`src/rtl/mem_arbiter.sv`:
```
// Two-master memory arbiter: instruction fetch and data ports share one memory.
// Data normally wins; a starvation counter forces a fetch grant after STARVE_MAX data wins.
module mem_arbiter #(
  parameter int MEM_LAT    = 2,
  parameter int STARVE_MAX = 4
) (
  input  logic        i_clk,
  input  logic        i_rst_n,
  input  logic        i_if_req,
  input  logic [31:0] i_if_addr,
  output logic        o_if_gnt,
  output logic        o_if_rvalid,
  output logic [31:0] o_if_rdata,
  input  logic        i_d_req,
  input  logic        i_d_we,
  input  logic [31:0] i_d_addr,
  input  logic [31:0] i_d_wdata,
  output logic        o_d_gnt,
  output logic        o_d_rvalid,
  output logic [31:0] o_d_rdata,
  output logic        o_mem_en,
  output logic        o_mem_we,
  output logic [31:0] o_mem_addr,
  output logic [31:0] o_mem_wdata,
  input  logic [31:0] i_mem_rdata,
  output logic        o_busy
);

  typedef enum logic [1:0] {IDLE, ACCESS, RESP} state_t;

  localparam logic [3:0] LAT_M1     = 4'(MEM_LAT - 1);
  localparam logic [3:0] STARVE_LIM = 4'(STARVE_MAX);

  state_t      r_state;
  state_t      w_next;
  logic [3:0]  r_cnt;
  logic [3:0]  r_starve;
  logic        r_owner_d;
  logic        r_we;
  logic [31:0] r_addr;
  logic [31:0] r_wdata;
  logic [31:0] r_if_rdata;
  logic [31:0] r_d_rdata;

  logic w_fetch_first;
  logic w_pick_d;
  logic w_pick_if;

  // Fetch only overrides data once it has lost STARVE_MAX arbitrations in a row.
  assign w_fetch_first = i_if_req && (r_starve == STARVE_LIM);
  assign w_pick_d      = i_d_req && !w_fetch_first;
  assign w_pick_if     = i_if_req && !w_pick_d;

  assign o_if_rdata = r_if_rdata;
  assign o_d_rdata  = r_d_rdata;

  always_ff @(posedge i_clk or negedge i_rst_n) begin
    if (!i_rst_n) begin
      r_state <= IDLE;
    end else begin
      r_state <= w_next;
    end
  end

  always_comb begin
    w_next      = r_state;
    o_if_gnt    = 1'b0;
    o_d_gnt     = 1'b0;
    o_if_rvalid = 1'b0;
    o_d_rvalid  = 1'b0;
    o_mem_en    = 1'b0;
    o_mem_we    = 1'b0;
    o_mem_addr  = 32'h0;
    o_mem_wdata = 32'h0;
    o_busy      = 1'b0;
    case (r_state)
      IDLE: begin
        // Grants are gated so every output reads zero while reset is held.
        o_d_gnt  = i_rst_n && w_pick_d;
        o_if_gnt = i_rst_n && w_pick_if;
        if (w_pick_d || w_pick_if) w_next = ACCESS;
      end
      ACCESS: begin
        o_busy      = 1'b1;
        o_mem_en    = 1'b1;
        o_mem_we    = r_we;
        o_mem_addr  = r_addr;
        o_mem_wdata = r_wdata;
        if (r_cnt == 4'd0) w_next = RESP;
      end
      RESP: begin
        o_busy      = 1'b1;
        o_if_rvalid = !r_owner_d;
        o_d_rvalid  = r_owner_d;
        w_next      = IDLE;
      end
      default: w_next = IDLE;
    endcase
  end

  always_ff @(posedge i_clk or negedge i_rst_n) begin
    if (!i_rst_n) begin
      r_cnt      <= 4'd0;
      r_starve   <= 4'd0;
      r_owner_d  <= 1'b0;
      r_we       <= 1'b0;
      r_addr     <= 32'h0;
      r_wdata    <= 32'h0;
      r_if_rdata <= 32'h0;
      r_d_rdata  <= 32'h0;
    end else begin
      case (r_state)
        IDLE: begin
          if (o_if_gnt || !i_if_req) begin
            r_starve <= 4'd0;
          end else if (o_d_gnt && (r_starve != STARVE_LIM)) begin
            r_starve <= r_starve + 4'd1;
          end
          if (o_d_gnt) begin
            r_owner_d <= 1'b1;
            r_we      <= i_d_we;
            r_addr    <= i_d_addr;
            r_wdata   <= i_d_wdata;
            r_cnt     <= LAT_M1;
          end else if (o_if_gnt) begin
            r_owner_d <= 1'b0;
            r_we      <= 1'b0;
            r_addr    <= i_if_addr;
            r_wdata   <= 32'h0;
            r_cnt     <= LAT_M1;
          end
        end
        ACCESS: begin
          if (r_cnt != 4'd0) begin
            r_cnt <= r_cnt - 4'd1;
          end else if (!r_owner_d) begin
            r_if_rdata <= i_mem_rdata;
          end else if (!r_we) begin
            r_d_rdata <= i_mem_rdata;
          end
        end
        default: ;
      endcase
    end
  end

endmodule

```
`config.mk`:
```
export PLATFORM = sky130hd
export DESIGN_NAME = mem_arbiter
export DESIGN_NICKNAME = d
export VERILOG_FILES = /design/src/rtl/mem_arbiter.sv
export SDC_FILE = /design/constraint.sdc
export NUM_CORES = 1
export LEC_CHECK = 0
export CORE_MARGIN = 2
export CORE_UTILIZATION = 40
export CTS_CLUSTER_SIZE = 8
export DETAILED_ROUTE_END_ITERATION = 10
export PLACE_DENSITY_LB_ADDON = 0.25
export SETUP_SLACK_MARGIN = 0.15
export SLEW_MARGIN = 25
export SYNTH_ARGS = -nofsm -noshare
export SYNTH_HDL_FRONTEND = slang
export SYNTH_SLANG_ARGS = --single-unit
```
`constraint.sdc`:
```
create_clock -name i_clk -period 3.2 [get_ports i_clk]
set_clock_uncertainty 0.05 [all_clocks]
set_input_delay 0.64 -clock i_clk [delete_from_list [all_inputs] [get_ports i_clk]]
set_output_delay 0.64 -clock i_clk [all_outputs]
set_load 0.02 [all_outputs]
```
* Word level (Yosys, flattened, before mapping)
Cells that the tools add are included.
** Storage, ports and cells
- Register bits :: 140
- Bits in latches :: 0
- Memory bits (writable) :: 0
- Memory bits (read-only) :: 0
- Input bits :: 133
- Output and inout bits :: 135
- Logic and storage cells :: 72
- Memories kept :: 0
** Cells by class
- Add/subtract/negate cells :: 2
- Multipliers :: 0
- Div/mod/pow operators :: 0
- Magnitude comparators :: 0
- Equality and inequality tests :: 8
- Shift operators :: 0
- Multiplexer cells :: 25
- Bitwise operators :: 3
- Reductions and logical operators :: 25
** Operator list (count)
- 32-bit 2-to-1 mux :: 6
- 4-bit 2-to-1 mux :: 5
- 1-bit 2-to-1 mux :: 10
- 4-bit case mux with 2 select lines :: 1
- 1-bit logical AND :: 6
- 2-bit inequality test (second input constant) :: 3
- 2-bit AND reduction :: 3
- 3-bit AND reduction :: 2
- 2-bit nonzero test :: 3
- 4-bit by 1-bit adder with 4-bit output (second input constant) :: 1
- 4-bit by 3-bit == test with 1-bit output (second input constant) :: 1
- 1-bit zero test :: 4
- 4-bit zero test :: 1
- 2-bit 2-to-1 mux :: 2
- 4-bit by 3-bit inequality test with 1-bit output (second input constant) :: 1
- 2-bit case mux with 2 select lines :: 1
- 4-bit AND reduction :: 1
- 4-bit nonzero test :: 1
- 4-bit by 1-bit subtractor with 4-bit output (second input constant) :: 1
- 3-bit inequality test (second input constant) :: 1
- 1-bit NOT :: 3
- 2-bit by 1-bit == test with 1-bit output (second input constant) :: 1
- 2-bit == test (second input constant) :: 1
- 2-bit zero test :: 1
- 2 further kinds :: 3

* Logic depth before layout (Yosys ltp)
- Word-level depth :: 11
- Gate-level depth with buffers :: 8
- Depth with buffers taken out :: 6

* Worst setup path before layout
Ideal clock, no wire load.
- Kind :: register to output
- Start :: reg r_state[1]
- End :: out o_mem_addr[0]
- Arrival time :: 1.633 ns
- Required time :: 2.510 ns
- Slack :: 0.877 ns
- Cell stages (with the launch flop) :: 7
- Buffers on the path :: 3
- Cells stage by stage :: dfrtp_1 inv_1 ha_1 clkbuf_2 clkbuf_1 clkbuf_1 and2_1
** On the way
- Longest elaborated chain between the ends :: 2
** RTL lines
- start, declared :: RTL line 34 : state_t r_state;
- start signal, assigned :: RTL line 61 : r_state <= w_next;
- 2-bit by 1-bit == test with 1-bit output :: RTL line 76 : case (r_state)
- 32-bit 2-to-1 mux :: RTL line 76
- end, declared :: RTL line 23 : output logic [31:0] o_mem_addr,
Every way passes these cells.

* Final worst setup path
- Start :: reg r_starve[0]
- End :: out o_d_gnt
** On the way
- Longest elaborated chain between the ends :: 6
** RTL lines
- start, declared :: RTL line 37 : logic [3:0] r_starve;
- start signal, assigned :: RTL line 117 : r_starve <= r_starve + 4'd1;
- 4-bit by 3-bit == test with 1-bit output :: RTL line 50 : assign w_fetch_first = i_if_req && (r_starve == STARVE_LIM);
- 1-bit logical AND :: RTL line 50
- 1-bit zero test :: RTL line 51 : assign w_pick_d = i_d_req && !w_fetch_first;
- 1-bit logical AND :: RTL line 51
- 1-bit logical AND :: RTL line 79 : o_d_gnt = i_rst_n && w_pick_d;
- 1-bit 2-to-1 mux :: RTL line 76
- end, declared :: RTL line 18 : output logic o_d_gnt,
Every way passes these cells.

==> metrics.cfg <==
[global_routing]
grt_pass1_vias = 5369
grt_overflow = 0
grt_max_degree = 79
grt_pass1_wl_um = 26700
grt_usage = 0.202
antenna_found_initial = 0

[cts]
cts_tree = built
postCtsHoldBufs = 0
cts_buffer_depth = 2
root_buffer = clkbuf_16
cts.clk_slew.worst_paths_ns = 0.06
cts.htree.levels = 4
cts_post_setup_buffers_inserted = 0
numClockSinks = 140
cts_buffers = 17
cts_resized = 0
insertion_delay_ns = 0.41

[synthesis]
synthesis.area_mm2 = 0.00632
avgSynthCellArea_um2 = 11.6
syn_inst = 546
synth_fp_nets = 686
synth_seq_area_share = 0.554
synth_seq_cells = 140
synth_cell_types = 37
yosysWarnings = 0

[die]
num_rows = 45
die-area_mm2 = 0.0168
core_mm2 = 0.0153
initial_core_util = 0.413
die_w_um = 130
die_h_um = 130
ioPinCount = 268

[sta]
max_freq_ghz = 0.350
fin_tns_setup_ns = 0
finalHoldViolCount = 0
final-max-slew-violation-count = 0
final.period_utilization = 0.894
worst_pin_slew_ns = 0.683
fin_crit_ns = 2.86
setup_violations = 0
max_slew_margin = 0.544
rsz0062_at_grt = false

[critical_path]
crit_slowest_cell = clkdlybuf4s50_1
setup.worst_path.start = r_starve[0]
r2r_start = r_cnt[0]
cp.arrival_ns = 2.17
critPathKind = reg2out
rrSetupSlack_ns = 0.97
worstRegToRegCells = 5
cp_cell_sequence = inv_1 > ha_1 > nand4b_1 > and4_1 > clkdlybuf4s50_1
start_kind = flip-flop
crit_path_end_kind = primary output
worstPathMaxFanout = 6
slowest_delay_ns = 0.66
cp_data_required_time_ns = 2.51
r2r_end = o_d_rdata[28]

[cells_and_area]
drive_gt1_frac = 0.144
final_util = 0.637
area.growth.synth_to_final_pct = 54.4
finalNetCount = 941
final_cell_mix = clkdlybuf4s50_1, dfrtp_1, nor2_1
fin_cells = 1025
nFillCells = 1184
layout_commonest_cell = clkdlybuf4s50_1
diodes = 0

[pwr]
power_frac_comb = 0.492
power_frac_clock = 0.212
pwr-share-seq = 0.296
p_int_uw = 6640
vdd.ir_drop.worst_mv = 0.503
powerDensity_mw_per_mm2 = 1070
switching_share = 0.364
p_leak_uw = 0.00412
switchingPower_uw = 3800

[place]
dp_cells = 993
hpwlAfterDp_um = 11900
place.gp.congestion = 0.820
io_buffers = 267

[job]
drv_cap = 0

[route]
drc_errors = 0
vias_per_cell = 5.09
drtIter0Drc = 337
vias = 5217
dr.pass1.iters = 4
post_drt_wl_per_cell_um = 16.5
final_antenna_net_count = 0
wl_um = 17000

[worst_hold_path]
min_path_type = in2async

[outcome]
status = complete, no violations

cells by family (layout without fill, tap and decap cells):
logic type / after synthesis / after routing / share of synthesized area
adders and majority gates: 7 / 7 / 0.0139
and+or+nand+nor: 194 / 194 / 0.155
DFF: 140 / 140 / 0.554
muxes: 65 / 65 / 0.116
AOI/OAI and AO/OA: 89 / 89 / 0.112
buffers and inverters: 51 / 319 / 0.0489
cells in the mapped netlist, drive strengths merged:
master	count	area, um^2
nand3	3	15.0
buf	25	190
a221oi	32	280
and2	67	419
clkbuf	17	85.1
a22o	33	289
nor3	2	10.0
nor3b	1	18.8
and4	1	8.76
a22oi	1	7.51
o21ai	10	50.1
nor2	103	394
nor2b	1	6.26
nand4	1	6.26
or2	1	6.26
ha	7	87.6
o41ai	1	8.76
o211a	1	10.0
o22ai	1	6.26
dfrtp	140	3500
a21o	1	7.51
nand3b	2	15.0
inv	9	33.8
nand2b	2	12.5
and4b	1	10.0
a21oi	8	40.0
nand2	7	26.3
nand4b	2	32.5
o22a	1	8.76
mux2	65	732
power by group through the flow:
stage | logic, uW | registers [uW] | clock network (uW)
finish | 5140 | 3090 | 2210
global route | 5500 | 3190 | 2340
CTS | 5170 | 3090 | 2260
detailed placement | 5150 | 3090 | 0
global placement | 5070 | 3050 | 0
floorplan | 2420 | 3510 | 0
metal layers:
metal | global-route usage | part of all wire
met4 | 0.0633 | 0.015
met2 | 0.332 | 0.48
met3 | 0.0574 | 0.074
met5 | 0 | 0
met1 | 0.262 | 0.43
worst max path at each step:
stage / end
4_1_cts: o_if_gnt
6_report: o_d_gnt
2_1_floorplan: o_mem_addr[0]
3_5_place_dp: o_d_gnt
5_1_grt: o_mem_wdata[5]
3_3_place_gp: o_d_gnt
registers in the layout, indices dropped and copies added (netlist names):
name	cells
r_owner_d	1
r_cnt	4
o_d_rdata	32
r_addr	32
r_state	2
r_starve	4
r_we	1
r_wdata	32
o_if_rdata	32
per-stage QoR:
step	setup slack [ns]	hold WS, ns	cell area, um^2	power, uW
final	0.341	0.0635	9760	10400
after global routing	0.212	0.0620	9760	11000
after CTS	0.233	0.0446	9750	10500
after detailed placement	0.384	0.424	9080	8240
after global placement	0.398	0.419	9070	8120
after floorplan	0.877	0.294	6320	5930
cell type report:
class | instances | area (um^2) | area share
Sequential cell | 140 | 3500 | 0.359
Timing Repair Buffer | 278 | 2760 | 0.283
Multi-Input combinational cell | 355 | 2520 | 0.258
Clock buffer | 18 | 439 | 0.0450
Tap cell | 211 | 264 | 0.0271
Clock inverter | 14 | 233 | 0.0238
Inverter | 9 | 33.8 | 0.00346
critical path, delay by kind of cell, from the launching register on:
family	cells	cell delay, ns
DFF	1	0.44
adders and majority gates	1	0.22
and+or+nand+nor	2	0.37
buffers and inverters	2	0.73
No activity file was read; power rests on OpenSTA's default activity.
==> RTL change 1: new RTL, same settings <==
Make the reset (`i_rst_n`) synchronous in 2 clocked blocks.
--- a/src/rtl/mem_arbiter.sv
+++ b/src/rtl/mem_arbiter.sv
@@ -55,5 +55,5 @@
   assign o_d_rdata  = r_d_rdata;
 
-  always_ff @(posedge i_clk or negedge i_rst_n) begin
+  always_ff @(posedge i_clk) begin
     if (!i_rst_n) begin
       r_state <= IDLE;
@@ -99,5 +99,5 @@
   end
 
-  always_ff @(posedge i_clk or negedge i_rst_n) begin
+  always_ff @(posedge i_clk) begin
     if (!i_rst_n) begin
       r_cnt      <= 4'd0;
Check against the original RTL: differs if i_rst_n is asserted again (counterexample within 4 cycles, from zero or initial values and one cycle with i_rst_n low); with i_rst_n held inactive, the same outputs for 4 cycles.
==> RTL change 1 against the original RTL <==
  * Non-clock buffer count grew 7
  * Worst hold slack better by 340 ps
  * Synthesized area decreased by 0.32%
  * First-iteration DRC count down 4.5%
  * Routed wire length up 2.9%
  * Utilization decreased by 0.79 points
  * Sequential cell count unchanged
  * Global-route usage up 0.055 points
  * Worst setup slack gained 23 ps
  * Design area fell by 1.2%
  * Via count is 12% higher
  * Critical path type unchanged
  * Critical endpoint is now o_mem_wdata[3]
  * Largest cell class is now multi-input gates
  * Highest routed layer unchanged
Power is not compared: it rests on default switching activity, and its combinational part moved more than twofold at a synthesized area within 25%.
==> RTL change 1: results (changes against the original RTL) <==
[critical_path]
cp_max_fo=41  ; +35
worstPathArrival_ps=2150  ; -20 ps

[sta]
slew_headroom_pct=48.9  ; -5.6 points

[job]
cap_viol_max_count=0  ; unchanged

[clocking]
clk_latency_ps=410  ; about the same
postCtsResizedCells=0  ; unchanged
cts_setup_buffers=0  ; unchanged
cts_buffer_depth=2  ; unchanged
cts.htree.levels=4  ; unchanged

[synth]
synth_common_cells=nand2_1 (170), dfxtp_1 (140), and2_1 (68), mux2i_1 (65), clkbuf_1 (42)
post_synth.cell_area_avg_um2=8.92  ; -23%
synth_compound_area_share_pct=14.5  ; +3.3 points
synthDistinctLibCells=48  ; +30%
synth_fa_ha_area_share_pct=1.39  ; +0.0044 points
syn-num-nets=846  ; +23%
synthMuxAreaShare_pct=10.3  ; -1.3 points
seq_area_frac_synth_pct=44.5  ; -11 points
yosys-top-cells-area=dfxtp_1 (44%), mux2i_1 (10%), nand2_1 (10%)
yosysWarnings=0  ; unchanged
synthArstFlopShare_pct=0  ; -100 points

[placed_design]
detailed_place_hpwl_um=11800  ; -0.27%
place.gp.congestion=0.758  ; -7.5%

[global_route]
use_met1_pct=25.0  ; -1.2 points
grt_pass1_vias=5525  ; +2.9%
use_met3_pct=7.06  ; +1.3 points
grt_usage_pct=20.3  ; +0.055 points
antenna_found_initial=0  ; unchanged
grt_pass1_wl_um=27300  ; +2.5%
grt_use_met2_pct=33.1  ; -0.042 points
grt_max_degree=110  ; +39%

[run_status]
outcome=finished clean

[cells_and_area]
nNetsFinal=1085  ; +15%
final_cells=1169  ; +14%
drive_gt1_share_pct=5.95  ; -8.4 points

[drt]
vias=5846  ; +12%
routed_wl_um=17500  ; +2.9%
drt_pass1_iterations=4  ; unchanged
drt_iter0_markers=322  ; -4.5%

[min_path]
hold_path_class=flop to flop

[power]
p_leak_nw=3.73

RTL change 1: where the power goes:
group | internal [W] | total (W) | switching, W
combinational | 0.000821 | 0.00178 | 0.000958
clock | 0.00125 | 0.00201 | 0.000756
sequential | 0.00199 | 0.00211 | 0.000125
total | 0.00406 | 0.00590 | 0.00184
RTL change 1: path summary, 6_finish.rpt:
kind	end	cells after the start	slack, ps	start
min reg2reg	o_if_rdata[5]	2	400	o_if_rdata[5]
max reg2reg	o_if_rdata[20]	7	950	r_state[1]
max	o_mem_wdata[3]	5	360	r_state[1]
min	o_if_rdata[5]	2	400	o_if_rdata[5]
RTL change 1: cell families (layout without fill, tap and decap cells):
family,count (synthesis),after routing
compound gates,121,121
flops,140,140
fa+ha+maj,7,7
mux,65,65
buf+inv,74,326
simple gates,299,299
RTL change 1: layout make-up:
class | count | area, um2
Inverter | 9 | 33.8
Sequential cell | 140 | 2800
Multi-Input combinational cell | 492 | 3120
Clock buffer | 19 | 443
Tap cell | 211 | 264
Clock inverter | 13 | 166
Timing Repair Buffer | 285 | 2810
Fill cell | 1329 | 5680
RTL change 1: stage by stage:
step	instance area [um2]	utilization (%)	hold slack (ps)	total power, W	worst slack [ps]
after global placement	9020	58.9	392	0.00392	391
final	9640	62.9	403	0.00590	364
after global routing	9640	62.9	423	0.00620	252
after floorplan	6300	-	394	0.00323	654
after detailed placement	9020	58.9	397	0.00393	388
after CTS	9630	62.9	408	0.00596	331
RTL change 1: per-layer routing:
layer,part of all wire [%],vias up
met3,8.0,24
met5,0,-
met1,44,2695
met2,46,200
li1,-,2927
met4,1.8,0
RTL change 1: worst max-delay path: stages (launching register included):
cell             delay (ps)
dfxtp_1                 330
inv_1                    90
ha_2                    170
buf_4                   330
and2_1                  180
clkdlybuf4s50_1         620
==> RTL change 2: new RTL, same settings <==
Made on the original files. The 3 states of `state_t` get a one-hot encoding in 3 bits.
--- a/src/rtl/mem_arbiter.sv
+++ b/src/rtl/mem_arbiter.sv
@@ -27,5 +27,5 @@
 );
 
-  typedef enum logic [1:0] {IDLE, ACCESS, RESP} state_t;
+  typedef enum logic [2:0] {IDLE = 3'b001, ACCESS = 3'b010, RESP = 3'b100} state_t;
 
   localparam logic [3:0] LAT_M1     = 4'(MEM_LAT - 1);
Behaviour: same outputs for any inputs over 4 cycles, from zero or initial values and one cycle with i_rst_n low; so few cycles prove little.
==> RTL change 2 against the original RTL <==
  * Clock power is 9% lower
  * Register-to-register slack lost 350 ps
  * Via count down 5.1%
  * Power shrank 14%
  * Design area down 2.4%
  * Die area fell by 3.2%
  * Critical endpoint is now o_if_gnt
  * Routed wire length is 0.27% lower
  * Non-clock buffer count grew 2
  * Sequential share of layout area up 1.2 points
  * Worst setup slack lost 63 ps
  * Sequential cell count is 1 higher
  * Maximum frequency decreased by 2.2%
  * Synthesized area down 3.3%
==> RTL change 2: results (changes against the original RTL) <==
[clocking]
clk_pin_slew_ps=60  ; about the same
cts_root_buffer=clkbuf_16
clk_latency_ps=410  ; about the same
cts_buffer_depth=2  ; unchanged
cts_made_buffers=17  ; unchanged

[critical_path]
worstPathArrival_ps=2230  ; +60 ps
cp_max_fo=5  ; -1
r2r_setup_slack_ps=620  ; -350 ps

[placed_design]
place.gp.congestion=0.841  ; +2.5%
dp.cells=931  ; -6.2%
portBuffers=267  ; unchanged
detailed_place_hpwl_um=11900  ; +0.54%

[global_route]
grt_max_degree=80  ; +1.3%
grt_usage_pct=20.8  ; +0.52 points
grt_pass1_vias=5205  ; -3.1%
antenna_found_initial=0  ; unchanged
grt_pass1_wl_um=26500  ; -0.52%

[cells_and_area]
drive_gt1_share_pct=15.4  ; +1.1 points
nNetsFinal=901  ; -4.3%

[synth]
post_synth.cell_area_avg_um2=12.3  ; +6.6%
synthDistinctLibCells=47  ; +27%
synth_common_cells=dfrtp_1 (140), nor2_1 (73), and2_1 (66), a22o_1 (33)
yosys-top-cells-area=dfrtp_1 (57%), mux2_4 (7.4%), and2_1 (6.8%)
syn-num-nets=632  ; -7.9%
seq_area_frac_synth_pct=57.8  ; +2.3 points

[drt]
drt_pass1_iterations=4  ; unchanged
drt_iter0_markers=270  ; -20%
routed_wl_um=16900  ; -0.27%
vias=4950  ; -5.1%
avgViaCountPerCell=5.13  ; +0.78%

[run_status]
outcome=finished clean

[power]
p_leak_nw=4.54  ; +10%
vdd_drop_max_v=0.000441  ; -12%

[sta]
slew_headroom_pct=52.2  ; -2.2 points

==> RTL change 2: cell types whose count changed after synthesis, sizes merged, moves of 2 or more <==
cell    unedited run  this run
nor2             103        74
a21oi              8         1
and4bb             0         2
ha                 7         4
mux2i              0         2
or3b               0         3
buf               25        11
nand2b             2         0
a221oi            32         0
o22ai              1        32
clkbuf            17        19
o21ai             10         5
==> RTL change 2: kinds of logic after synthesis <==
| family | Yosys count | share of synthesized area, % |
|---|---|---|
| flip-flops | 141 | 57.8 |
| XOR/XNOR | 1 | 0.143 |
| adder cells (fa/ha/maj) | 4 | 0.819 |
| multiplexers | 66 | 14.0 |
| AO/OA/AOI/OAI | 78 | 9.44 |
| buffers and inverters | 39 | 3.03 |
| AND/OR/NAND/NOR | 166 | 14.8 |
==> RTL change 2: path summary, 6_finish.rpt <==
check | from | endpoint | depth (start not counted)
worst max-delay path | r_starve[0] | o_if_gnt | 6
min in group i_clk | r_wdata[2] | r_wdata[2] | 1
worst min-delay path | i_rst_n | o_d_rdata[8] | 2
worst min register to register | r_wdata[2] | r_wdata[2] | 1
max in group asynchronous | i_rst_n | r_wdata[16] | 3
worst max register to register | r_cnt[0] | o_d_rdata[21] | 6
==> RTL change 2: power by group <==
part | leakage, nW | total (W) | switching, W | internal [W]
Sequential | 1.72 | 0.00313 | 0.000498 | 0.00263
Combinational | 2.52 | 0.00380 | 0.00183 | 0.00197
Clock | 0.295 | 0.00202 | 0.000784 | 0.00124
==> RTL change 2: timing repair <==
action | 4_1_cts | 5_1_grt
setup buffers | 1 | 0
resized for setup | 65 | 1
hold endpoints to repair | 10 | 0
endpoints found under the setup margin | 65 | 1
hold buffers | 1 | 0
==> RTL change 2: metal layers <==
metal  wire, um  GRT usage (%)  part of all wire (%)  vias to the layer above
met5          0              0                     0                        -
met4        256           7.18                   1.5                        0
met3       1250           6.37                   7.4                       17
met2       8360           34.5                    49                      202
met1       7060           25.8                    42                     2457
li1           -              -                     -                     2274
==> RTL change 2: cell type report <==
class	instances	area [um2]
multi-input combinational	315	2400
inverter	9	33.8
tap	188	235
clock buffer	17	425
timing repair buffer	280	2710
sequential	141	3530
clock inverter	15	185
fill	1204	5570
==> RTL change 2: worst max-delay path, stage by stage (launching register included) <==
cell	delay, ps
dfrtp_1	430
inv_1	80
ha_1	170
nand3b_1	130
a211o_1	330
inv_1	60
clkdlybuf4s50_1	620
==> RTL change 2: per-stage QoR <==
step                setup WS [ps]  hold WS [ps]  area, um2  total power [W]
finish                        278           340       9520          0.00895
detailed placement            267           427       8970          0.00710
CTS                           178           348       9520          0.00903
global route                  158           389       9520          0.00944
global placement              292           420       8970          0.00698
floorplan                     894           294       6110          0.00522
